--- src/rtl/t09_tft_pkg.sv ---
// t09_tft_pkg: opcodes and receiver state type shared by the TFT bus receiver files
package t09_tft_pkg;
  localparam logic [7:0] CMD_CASET   = 8'h2A;
  localparam logic [7:0] CMD_PASET   = 8'h2B;
  localparam logic [7:0] CMD_RAMWR   = 8'h2C;
  localparam logic [7:0] CMD_SWRESET = 8'h01;
  typedef enum logic [2:0] {IDLE, CASET, PASET, RAM_HI, RAM_LO} tft_rx_state_t;
endpackage

--- src/rtl/t09_tft_rx_edge.sv ---
// t09_tft_rx_edge: optional bus synchronizer plus wr rising-edge strobe
// Ports: clk, nrst (async active-low), en, wr/dcx/d (raw bus) -> stb, dcx_s, d_s (bus as seen at stb).
// Macro T09_TFT_RX_SYNC_EN adds a 2-flop synchronizer on wr, dcx and d.
module t09_tft_rx_edge (
  input  logic       clk,
  input  logic       nrst,
  input  logic       en,
  input  logic       wr,
  input  logic       dcx,
  input  logic [7:0] d,
  output logic       stb,
  output logic       dcx_s,
  output logic [7:0] d_s
);
  logic wr_s, wr_q;
`ifdef T09_TFT_RX_SYNC_EN
  logic [9:0] s1, s2;
  always_ff @(posedge clk or negedge nrst)
    if (!nrst) begin
      s1 <= '0;
      s2 <= '0;
    end else begin
      s1 <= {wr, dcx, d};
      s2 <= s1;
    end
  assign {wr_s, dcx_s, d_s} = s2;
`else
  assign {wr_s, dcx_s, d_s} = {wr, dcx, d};
`endif
  // wr_q tracks wr even while disabled so re-enabling mid-pulse gives no false edge
  always_ff @(posedge clk or negedge nrst)
    if (!nrst) wr_q <= 1'b0;
    else wr_q <= wr_s;
  assign stb = en & wr_s & ~wr_q;
endmodule

--- src/rtl/t09_tft_bus_receiver.sv ---
// t09_tft_bus_receiver: decodes the 8080 TFT write bus into commands and (x, y, RGB565) pixels
// Ports: clk, nrst (async active-low), en, wr, dcx, d[7:0] in;
//   cmd_valid/cmd_byte, pix_valid/pix_x/pix_y/pix_rgb, frame_done, busy out (all registered).
// Macro T09_TFT_RX_SYNC_EN synchronizes the bus inputs (latency 3 instead of 1).
module t09_tft_bus_receiver
  import t09_tft_pkg::*;
#(
  parameter int X_W    = 9,
  parameter int Y_W    = 9,
  parameter int DEF_EC = 319,
  parameter int DEF_EP = 239
) (
  input  logic           clk,
  input  logic           nrst,
  input  logic           en,
  input  logic           wr,
  input  logic           dcx,
  input  logic [7:0]     d,
  output logic           cmd_valid,
  output logic [7:0]     cmd_byte,
  output logic           pix_valid,
  output logic [X_W-1:0] pix_x,
  output logic [Y_W-1:0] pix_y,
  output logic [15:0]    pix_rgb,
  output logic           frame_done,
  output logic           busy
);
  tft_rx_state_t  state;
  logic [1:0]     pi;
  logic [X_W-1:0] sc, ec, cx;
  logic [Y_W-1:0] sp, ep, cy;
  logic [7:0]     s_hi, s_lo, e_hi, hi;
  logic           stb, dcx_s;
  logic [7:0]     d_s;

  t09_tft_rx_edge u_edge (
    .clk(clk), .nrst(nrst), .en(en), .wr(wr), .dcx(dcx), .d(d),
    .stb(stb), .dcx_s(dcx_s), .d_s(d_s)
  );

  always_ff @(posedge clk or negedge nrst)
    if (!nrst) begin
      state      <= IDLE;
      pi         <= '0;
      busy       <= 1'b0;
      sc         <= '0;
      ec         <= X_W'(DEF_EC);
      sp         <= '0;
      ep         <= Y_W'(DEF_EP);
      cx         <= '0;
      cy         <= '0;
      s_hi       <= '0;
      s_lo       <= '0;
      e_hi       <= '0;
      hi         <= '0;
      cmd_valid  <= 1'b0;
      cmd_byte   <= '0;
      pix_valid  <= 1'b0;
      pix_x      <= '0;
      pix_y      <= '0;
      pix_rgb    <= '0;
      frame_done <= 1'b0;
    end else begin
      cmd_valid  <= 1'b0;
      pix_valid  <= 1'b0;
      frame_done <= 1'b0;
      if (stb && !dcx_s) begin
        // a command always wins: staged window bytes and half pixels are simply abandoned
        cmd_valid <= 1'b1;
        cmd_byte  <= d_s;
        pi        <= '0;
        state     <= d_s == CMD_CASET ? CASET : d_s == CMD_PASET ? PASET :
                     d_s == CMD_RAMWR ? RAM_HI : IDLE;
        busy      <= d_s == CMD_CASET || d_s == CMD_PASET || d_s == CMD_RAMWR;
        if (d_s == CMD_RAMWR) begin
          cx <= sc;
          cy <= sp;
        end
        if (d_s == CMD_SWRESET) begin
          sc <= '0;
          ec <= X_W'(DEF_EC);
          sp <= '0;
          ep <= Y_W'(DEF_EP);
        end
      end else if (stb) begin
        case (state)
          CASET, PASET: begin
            pi <= pi + 2'd1;
            if (pi == 2'd0) s_hi <= d_s;
            if (pi == 2'd1) s_lo <= d_s;
            if (pi == 2'd2) e_hi <= d_s;
            if (pi == 2'd3) begin
              state <= IDLE;
              busy  <= 1'b0;
              if (state == CASET) begin
                sc <= X_W'({s_hi, s_lo});
                ec <= X_W'({e_hi, d_s});
              end else begin
                sp <= Y_W'({s_hi, s_lo});
                ep <= Y_W'({e_hi, d_s});
              end
            end
          end
          RAM_HI: begin
            hi    <= d_s;
            state <= RAM_LO;
          end
          RAM_LO: begin
            pix_valid <= 1'b1;
            pix_x     <= cx;
            pix_y     <= cy;
            pix_rgb   <= {hi, d_s};
            state     <= RAM_HI;
            // >= rather than == so a degenerate window (start > end) pins to the start
            if (cx >= ec) begin
              cx <= sc;
              if (cy >= ep) begin
                cy         <= sp;
                frame_done <= 1'b1;
              end else cy <= cy + Y_W'(1);
            end else cx <= cx + X_W'(1);
          end
          default: ;
        endcase
      end
    end
endmodule
--- config.mk ---
export PLATFORM = sky130hd
export DESIGN_NAME = t09_tft_bus_receiver
export DESIGN_NICKNAME = d
export VERILOG_FILES = /design/src/rtl/t09_tft_pkg.sv /design/src/rtl/t09_tft_rx_edge.sv /design/src/rtl/t09_tft_bus_receiver.sv
export SDC_FILE = /design/constraint.sdc
export NUM_CORES = 1
export LEC_CHECK = 0
export ABC_AREA = 1
export BUFFER_PORTS_ARGS = -buffer_cell sky130_fd_sc_hd__buf_2
export CAP_MARGIN = 20
export CORE_ASPECT_RATIO = 1.5
export CORE_MARGIN = 2
export CORE_UTILIZATION = 25
export CTS_BUF_LIST = sky130_fd_sc_hd__clkbuf_4 sky130_fd_sc_hd__clkbuf_8 sky130_fd_sc_hd__clkbuf_16
export DETAILED_ROUTE_END_ITERATION = 6
export PLACE_DENSITY = 0.5
export SLEW_MARGIN = 15
export SYNTH_ARGS = -nofsm -noshare
export SYNTH_HDL_FRONTEND = slang
export SYNTH_SLANG_ARGS = --single-unit
--- constraint.sdc ---
create_clock -name clk -period 6.3 [get_ports clk]
set_input_delay 0.63 -clock clk [delete_from_list [all_inputs] [get_ports clk]]
set_output_delay 0.63 -clock clk [all_outputs]
set_load 0.01 [all_outputs]
==> results_dict.tcl <==
set metrics [dict create \
    worstReg2RegStart "u_edge.wr_q" \
    p_total_mw 2.30 \
    period_minus_slack_ns 2.67 \
    avgViaCountPerCell 4.29 \
    dpl_cell_area_mm2 0.00666 \
    grt_max_degree 66 \
    synth_nets 781 \
    hpwl_mm 11.8 \
    drt_pass1_iterations 5 \
    yosys_warnings 0 \
    setup_viol 0 \
    pin_count 59 \
    diodes 0 \
    maxCapViolations 0 \
    start_util_pct 25.6 \
    yosysUniqueCellTypes 30 \
    hold_class "input pin to asynchronous set/reset pin" \
    clk_pin_slew_ns 0.06 \
    status "finished clean" \
    cts-root-buf "clkbuf_16" \
    relSlewSlack_pct 44.8 \
    area_delta_synth_final_pct 20.2 \
    reg2reg_to "sp[5]" \
    clock_sinks 124 \
    die_w_um 131 \
    totalWireLength_mm 16.2 \
    grt_pass1_wl_mm 26.2 \
    clock_skew_ns 0.0120 \
    clk_latency_ns 0.43 \
    num_vias 4844 \
    die_h_um 195 \
    p_leak_nw 3.77 \
    synthCells 744 \
    cp-start-kind "flop" \
    fin_util_pct 30.7 \
    port_buffers 58 \
    layout_commonest_cell "nand2_1" \
    cp-startpoint "u_edge.wr_q" \
    ys_top_cells_by_area "dfrtp_1 (45%), nand2_1 (16%), dfstp_2 (6.1%)" \
    fin_area_mm2 0.00730 \
    rsz0062_at_grt "false" \
    finalHoldViolCount 0 \
    htreeDepth 4 \
    vdd_drop_max_v 0.000188 \
    fill_cells 2561 \
    final_cell_mix "nand2_1 (252), dfrtp_1 (110), inv_1 (84)" \
    finalSetupTns_ns 0 \
    ant_nets 0 \
    tightest_slew_ns 0.828 \
    final_nets 835 \
    syn_avg_cell_area_um2 8.16 \
    avgRoutedWirePerCell_um 14.3 \
    grt_overflow_total 0 \
    drc 0 \
    postCtsHoldBufs 0 \
    cts-resized-gates 0 \
    drt_iter0_markers 249 \
    cts_tree "done" \
    top_register "pix_rgb" \
    cts_max_path_buffers 2 \
    antenna_found_initial 0 \
    cp.required_ns 6.59 \
    fp.coreArea_mm2 0.0237 \
    synth_top_area_share_pct 45.4 \
    setup_ws_ns 3.63 \
    ys_seq_elements 124 \
    cts_buffers 17 \
    cp.arrival_ns 2.96 \
    drive_gt1_share_pct 16.2 \
    grt_use_total_pct 13.1 \
    final-max-slew-violation-count 0 \
    yosys.area.top_type "dfrtp_1" \
    ys_seq_area_share_pct 51.4 \
    rows 69 \
    crit_type "flop to flop" \
    largest_reg_flops 16 \
    worstRegToRegCells 8 \
    syn_area_mm2 0.00607 \
    power_density_mw_per_mm2 316 \
    first_global_vias 4742 \
    regToRegSetupSlack_ns 3.63 \
    cp-end-kind "flop" \
    globalplace.congestion 0.802 \
    finalCritPeriodShare_pct 42.4 \
    whs_ns 0.289 \
    cp_max_fo 34 \
    place_ws_ns 3.26 \
    fmax_mhz 374 \
    dieArea_mm2 0.0256 \
    final_cells 1129 \
    dp.cells 1098 \
    cts_setup_buffers 0 \
]
[kinds of logic after synthesis]
logic type | after synthesis | share of synthesized area [%]
simple gates | 383 | 26.1
fa+ha+maj | 24 | 4.95
buf+inv | 115 | 7.65
xor+xnor | 11 | 1.59
flops | 124 | 51.4
compound gates | 87 | 8.31
[area by class of cell]
cell class / count / area [um^2] / share of cell area [%]
Sequential cell: 124 / 3120 / 42.8
Multi-Input combinational cell: 505 / 2490 / 34.1
Inverter: 89 / 334 / 4.58
Timing Repair Buffer: 61 / 315 / 4.32
Clock buffer: 19 / 447 / 6.12
Tap cell: 319 / 399 / 5.47
Clock inverter: 12 / 194 / 2.66
[how the worst max path moves through the flow]
stage / to / slack [ns] / depth (start not counted)
after floorplan: cy[1] / 4.28 / 12
after global placement: ep[5] / 3.33 / 10
after detailed placement: ep[5] / 3.26 / 10
after CTS: ep[5] / 3.65 / 8
after global routing: ec[6] / 3.31 / 8
final: sp[5] / 3.63 / 8
[synth_stat cells]
cell type / number
o21a_1: 1
and2_1: 1
xor2_1: 9
inv_2: 3
nor2_4: 1
nand2_4: 1
buf_2: 8
o21ai_1: 11
a21oi_4: 1
ha_1: 24
nand2_2: 3
nor2_2: 1
nand4_1: 20
a21oi_1: 12
dfstp_2: 14
inv_1: 84
a21oi_2: 13
nor3_1: 2
clkbuf_1: 15
o21ai_0: 46
a22o_1: 1
buf_6: 3
dfrtp_1: 110
nand2_1: 253
nor2_1: 52
xnor2_1: 2
clkinv_1: 2
nand3_1: 48
nand3_2: 1
a31oi_1: 2
[metal layers]
metal | track usage [%] | vias up | share of wire, %
met5 | 0 | - | 0
met4 | 5.56 | 0 | 2.4
met3 | 2.24 | 30 | 2.3
met2 | 23.4 | 76 | 52
met1 | 15.4 | 2272 | 43
li1 | - | 2466 | -
[worst max-delay path, cell delays in order (launching register included)]
cell and delay (ns):
dfrtp_1 0.37, nor2_2 0.16, inv_2 0.07, nor2_4 0.42, inv_2 0.32, a21oi_4 0.53, nand2_4 0.37, nor2_1 0.24
a21oi_2 0.05
[power breakdown]
part,total [mW],internal [mW],switching [mW]
logic,0.318,0.104,0.213
clock network,1.07,0.712,0.363
registers,0.912,0.868,0.0439
Note: power is estimated with default switching activity, not from simulation.
